--- config.mk ---
export PLATFORM = sky130hd
export DESIGN_NAME = appliance_setting_bank
export DESIGN_NICKNAME = d
export VERILOG_FILES = /design/src/rtl/appliance_setting_bank.sv
export SDC_FILE = /design/constraint.sdc
export NUM_CORES = 1
export LEC_CHECK = 0
export CAP_MARGIN = 0
export CORE_MARGIN = 2
export CORE_UTILIZATION = 36
export CTS_CLUSTER_DIAMETER = 50
export DETAILED_ROUTE_END_ITERATION = 7
export GPL_TIMING_DRIVEN = 1
export PLACE_DENSITY = 0.69
export REMOVE_ABC_BUFFERS = 1
export SETUP_SLACK_MARGIN = 0.02
export SYNTH_ARGS = -nofsm -noshare
export SYNTH_HDL_FRONTEND = slang
export SYNTH_SLANG_ARGS = --single-unit
--- constraint.sdc ---
create_clock -name clk -period 2.2 [get_ports clk]
set_input_delay 0.44 -clock clk [delete_from_list [all_inputs] [get_ports clk]]
set_output_delay 0.44 -clock clk [all_outputs]
set_load 0.01 [all_outputs]
--- src/rtl/appliance_setting_bank.sv ---
// Bank of NCH clamped setting channels with a run/lock
// programme countdown loaded from the timer channel.
module appliance_setting_bank #(
  parameter int WIDTH    = 5,
  parameter int NCH      = 4,
  parameter int SELW     = 2,
  parameter int TIMER_CH = 3,
  parameter int MAX_VAL  = 2**WIDTH-1
) (
  input  logic                   clk,
  input  logic                   rst,
  input  logic [SELW-1:0]        sel,
  input  logic                   wr_en,
  input  logic [WIDTH-1:0]       inp,
  input  logic                   tick,
  input  logic                   start,
  input  logic                   stop,
  output logic [NCH*WIDTH-1:0]   settings,
  output logic [WIDTH-1:0]       remaining,
  output logic                   running,
  output logic                   done,
  output logic                   err
);

  typedef enum logic [1:0] {
    IDLE = 2'd0,
    RUN  = 2'd1,
    DONE = 2'd2
  } state_t;

  localparam logic [WIDTH-1:0] CEIL  = WIDTH'(MAX_VAL);
  localparam logic [SELW:0]    NCH_L = (SELW+1)'(NCH);

  state_t           state;
  state_t           state_nx;
  logic [WIDTH-1:0] ch [NCH];
  logic [WIDTH-1:0] rem_nx;
  logic [WIDTH-1:0] tval;
  logic [WIDTH-1:0] wdata;
  logic             sel_ok;
  logic             locked;
  logic             wr_ok;
  logic             wr_bad;
  logic             start_ok;
  logic             start_bad;
  logic             err_nx;

  // Request qualification: stop swallows every other request,
  // writes lock during RUN, start samples the pre-write timer.
  always_comb begin
    tval      = ch[TIMER_CH];
    locked    = (state == RUN);
    sel_ok    = ({1'b0, sel} < NCH_L);
    wdata     = (inp > CEIL) ? CEIL : inp;
    wr_ok     = wr_en & sel_ok & ~locked & ~stop;
    wr_bad    = wr_en & ~(sel_ok & ~locked) & ~stop;
    start_ok  = start & ~locked & ~stop & (tval != '0);
    start_bad = start & ~locked & ~stop & (tval == '0);
    err_nx    = wr_bad | start_bad;
  end

  // Next state and next countdown value.
  always_comb begin
    state_nx = state;
    rem_nx   = remaining;
    if (stop) begin
      state_nx = IDLE;
      rem_nx   = '0;
    end else begin
      unique case (state)
        IDLE, DONE: begin
          if (start_ok) begin
            state_nx = RUN;
            rem_nx   = tval;
          end
        end
        RUN: begin
          if (tick) begin
            if (remaining > WIDTH'(1)) begin
              rem_nx = remaining - WIDTH'(1);
            end else begin
              rem_nx   = '0;
              state_nx = DONE;
            end
          end
        end
        default: begin
          state_nx = IDLE;
          rem_nx   = '0;
        end
      endcase
    end
  end

  // State, countdown and registered status outputs.
  always_ff @(posedge clk) begin
    if (rst) begin
      state     <= IDLE;
      remaining <= '0;
      running   <= 1'b0;
      done      <= 1'b0;
      err       <= 1'b0;
    end else begin
      state     <= state_nx;
      remaining <= rem_nx;
      running   <= (state_nx == RUN);
      done      <= (state_nx == DONE);
      err       <= err_nx;
    end
  end

  // Channel storage; one clamped write per cycle.
  always_ff @(posedge clk) begin
    for (int k = 0; k < NCH; k++) begin
      if (rst) begin
        ch[k] <= '0;
      end else if (wr_ok && sel == SELW'(k)) begin
        ch[k] <= wdata;
      end
    end
  end

  for (genvar g = 0; g < NCH; g++) begin : g_flat
    assign settings[g*WIDTH +: WIDTH] = ch[g];
  end

endmodule

After elaboration in Yosys (flattened, before gate mapping). Memory sizes are Yosys's and may differ from the RTL's. Cells that the tools add are included.

RAM bits: 20. Register bits: 10. Bits of input ports: 13. Output and inout port bits: 28. Memories kept: 1.

$add $sub $neg: 1. Reduce and logical (&&, ||, !) cells: 11. Multiplexer cells: 28. $lt $le $gt $ge: 2. Eq/ne operators: 9. Bitwise operators: 15.

Memories: ch (words 4, width 5, read ports 4, clocked after memory_dff 0, write ports 4, line 36) `logic [WIDTH-1:0] ch [NCH];`.

Operators by type and width (count): 5-bit 2-to-1 mux (8); 1-bit 2-to-1 mux (14); 5-bit one-hot mux with 2 select lines (1); 1-bit AND (8); 2-bit == test, second input constant (4); 2-bit 2-to-1 mux (4); 2-bit by 1-bit == test with 1-bit output, second input constant (3); 5-bit by 1-bit > comparator with 1-bit output, second input constant (1); 5-bit > comparator, second input constant (1); 5-bit zero test (1); 1-bit bitwise OR (5); 5-bit nonzero test (1); 5-bit by 1-bit subtractor with 5-bit output, second input constant (1); 1-bit logical AND (4); 2-bit zero test (2); 2-bit != test, second input constant (2); 2-bit one-hot mux with 2 select lines (1); 2-bit OR reduction (2); 1-bit inverter (2); 2-bit AND reduction (1).

Longest topological paths before layout.
Depth in word-level cells: 9. Mapped depth: 6. Mapped depth without buffers: 6.

Worst setup path after synthesis. OpenSTA, ideal clock, no wires.

Path kind: reg2reg. Start point: memory ch[3][0]. End point: register remaining[3]. Setup slack: 439 ps. Library setup time: 117 ps. Data arrival time: 1644 ps. Stages on the path, launching flop included: 5. Path buffers: 0. Path through: edfxtp_1 or3_4 o31a_4 or2_4 a32o_1.

RTL lines: from (decl) (line 36); to (signal assigned) (line 105) `remaining <= rem_nx;`; to (decl) (line 19) `output logic [WIDTH-1:0] remaining,`.

==> flow_metrics.tcl <==
set metrics [dict create \
    outcome "complete, no violations" \
    synth_top_flop_cell "sky130_fd_sc_hd__edfxtp_1" \
    clk-insertion-delay-late_ns 0.27 \
    drc 0 \
    dpl-instance-area_mm2 0.00189 \
    most-common-layout-cells "sky130_fd_sc_hd__clkdlybuf4s50_1 (40), sky130_fd_sc_hd__and2_1 (22), sky130_fd_sc_hd__edfxtp_1 (20), sky130_fd_sc_hd__dfxtp_1 (10), sky130_fd_sc_hd__inv_1 (7)" \
    htreeDepth 2 \
    hold_startpoint "remaining[4]" \
    via_per_inst 5.13 \
    grt_antenna_before_repair 0 \
    critPathCaptureType "flip-flop" \
    critical_path.cell_chain "or3_4, o31a_4, or2_4, a32o_1" \
    synth_edf_count 20 \
    async_reset_ff_frac 0 \
    number_of_failing_hold_endpoints_at_the_final_stage 0 \
    area_growth_pct 41.4 \
    clkSlewWorstSetupHoldPaths_ns 0.06 \
    synthDominantCellAreaShare 0.430 \
    detailedRoute.firstIterationViolations 64 \
    ir_drop_mv 0.448 \
    antenna_cells_inserted 0 \
    post-cts-setup-buffers 0 \
    ioPinCount 41 \
    grt_use_total 0.163 \
    timing.critical_path.max_delay_family "simple AND/OR/NAND/NOR gates" \
    start_kind "flip-flop" \
    timing.final.crit_period_ns 1.78 \
    post-synth-top-area-cell "sky130_fd_sc_hd__edfxtp_1" \
    fmax_mhz 562 \
    design.core.area_mm2 0.00369 \
    timing.critical_path.arrival_ns 1.95 \
    clk_sinks 30 \
    post_synth_instance_area_mm2 0.00140 \
    holdCritPathClass "flip-flop to flip-flop" \
    num-nets-final 187 \
    cp_data_required_time_ns 2.37 \
    die_area_mm2 0.00439 \
    drv_slew 0 \
    detailroute.via_count 1129 \
    postRouteWirelength_um 3150 \
    cts_inserted_buffers 5 \
    critical-path-max-stage-delay_ns 0.42 \
    cts-root-to-sink-buffers 2 \
    worst-path-max-fanout 7 \
    most_common_cell_after_layout_fill_and_taps_aside "sky130_fd_sc_hd__clkdlybuf4s50_1" \
    ys.warnings.count 0 \
    buffer_ports.inserted 40 \
    netlist_instances 121 \
    fin_skew_ns 0.00341 \
    tightestPinTransition_ns 0.525 \
    worstSetupStartpoint "ch[3][0]" \
    drt-pass1-iter-count 4 \
    ys_seq_area_frac 0.574 \
    fin_setup_tns_ns 0 \
    worst-setup-path-type "flip-flop to flip-flop" \
    routability_cong 0.884 \
    cts_tree "done" \
    die_y_um 66.3 \
    floorplan.initialDensity 0.378 \
    ys_ff_latch 30 \
    postCtsHoldBufs 0 \
    synth.distinct_cells 34 \
    power_density_mw_per_mm2 612 \
    grt_first_pass_wirelength_um 5280 \
    horizontal_die_dimension_um 66.3 \
    drive_gt1_frac 0.116 \
    final_antenna_net_count 0 \
    grt_setup_unrepaired "false" \
    overflow 0 \
    grt_max_degree 11 \
    synth_top_cells_by_area "sky130_fd_sc_hd__edfxtp_1 (43%), sky130_fd_sc_hd__dfxtp_1 (14%), sky130_fd_sc_hd__and2_1 (9.9%)" \
    power.static_leakage_nw 0.714 \
    cp_num_buf_inv 0 \
    cts_repair_resize_count 0 \
    cts_root_buf "sky130_fd_sc_hd__clkbuf_8" \
    vias_in_the_first_global_route 1119 \
    crit_path_top_delay_cell "sky130_fd_sc_hd__edfxtp_1" \
    finalSetupViolCount 0 \
    dp_hpwl_um 2430 \
    rows 22 \
    worst_slew_margin_rel 0.647 \
    reg2reg_from "ch[3][0]" \
    synthesized_area_per_cell_um2 11.5 \
    finalInstanceArea_mm2 0.00197 \
    finalCritPeriodShare 0.809 \
    drv.max_cap_violation_count 0 \
    wire_per_inst_um 14.3 \
]
path summary, 6_finish.rpt:
check	end	slack [ns]	cells past startpoint
worst max-delay path	remaining[3]	0.42	4
worst min-delay path	remaining[4]	0.60	2
worst max register to register	remaining[3]	0.42	4
worst min register to register	remaining[4]	0.60	2
state kept, by name, indices dropped and copies added, names as in the netlist:
register and flops:
remaining 5, ch 20, state 2, done 1
err 1, running 1
stage by stage:
step	setup slack (ns)	std cells	utilization	hold WS, ns	power [mW]
finish	0.420	220	0.535	0.603	1.21
CTS	0.412	220	0.535	0.608	1.22
detailed placement	0.216	213	0.512	0.597	0.804
global route	0.257	220	0.535	0.640	1.27
global placement	0.233	213	0.512	0.588	0.803
floorplan	0.439	120	-	0.534	0.712
worst min-delay path: stages, from the launching register on:
cell                       delay [ns]
sky130_fd_sc_hd__dfxtp_1         0.35
sky130_fd_sc_hd__nand2_1         0.09
sky130_fd_sc_hd__o221ai_1        0.11
synthesized netlist by cell type, types with 2 or more instances:
| library cell | number |
|---|---|
| sky130_fd_sc_hd__o31ai_1 | 2 |
| sky130_fd_sc_hd__a21oi_1 | 6 |
| sky130_fd_sc_hd__nor3b_1 | 3 |
| sky130_fd_sc_hd__nand3_1 | 4 |
| sky130_fd_sc_hd__nor4_1 | 4 |
| sky130_fd_sc_hd__nor2_1 | 5 |
| sky130_fd_sc_hd__nor3_1 | 3 |
| sky130_fd_sc_hd__nand2_1 | 3 |
| sky130_fd_sc_hd__nand2b_1 | 2 |
| sky130_fd_sc_hd__edfxtp_1 | 20 |
| sky130_fd_sc_hd__a31o_2 | 4 |
| sky130_fd_sc_hd__and2_1 | 22 |
| sky130_fd_sc_hd__ha_1 | 2 |
| sky130_fd_sc_hd__o21a_1 | 2 |
| sky130_fd_sc_hd__o221ai_1 | 2 |
| sky130_fd_sc_hd__a2bb2oi_1 | 4 |
| sky130_fd_sc_hd__dfxtp_1 | 10 |
| sky130_fd_sc_hd__inv_1 | 7 |
layout make-up:
type                            count  area (um2)
Fill cell                         332        1720
Sequential cell                    30         801
Multi-Input combinational cell     83         564
Timing Repair Buffer               45         438
Clock buffer                        5        68.8
Tap cell                           48        60.1
Inverter                            7        26.3
Clock inverter                      2        15.0
metal layers:
metal  up-vias  GRT usage  wire, um
li1        556          -         -
met1       511      0.203      1330
met2        58      0.246      1480
met3         4     0.0801       311
met4         0     0.0510        34
met5         -          0         0
report_power, final:
group,switching (mW),leakage [nW],total (mW),internal (mW)
Clock,0.201,0.0362,0.416,0.215
Combinational,0.0722,0.387,0.157,0.0849
Sequential,0.0133,0.290,0.635,0.622
Total,0.286,0.714,1.21,0.922
cells by family after synthesis:
family | after synthesis | synth area share
AOI/OAI and AO/OA | 29 | 0.161
and+or+nand+nor | 52 | 0.226
DFF | 30 | 0.574
adders and majority gates | 2 | 0.0179
buffers and inverters | 8 | 0.0215
No activity file was read; power rests on OpenSTA's default activity.
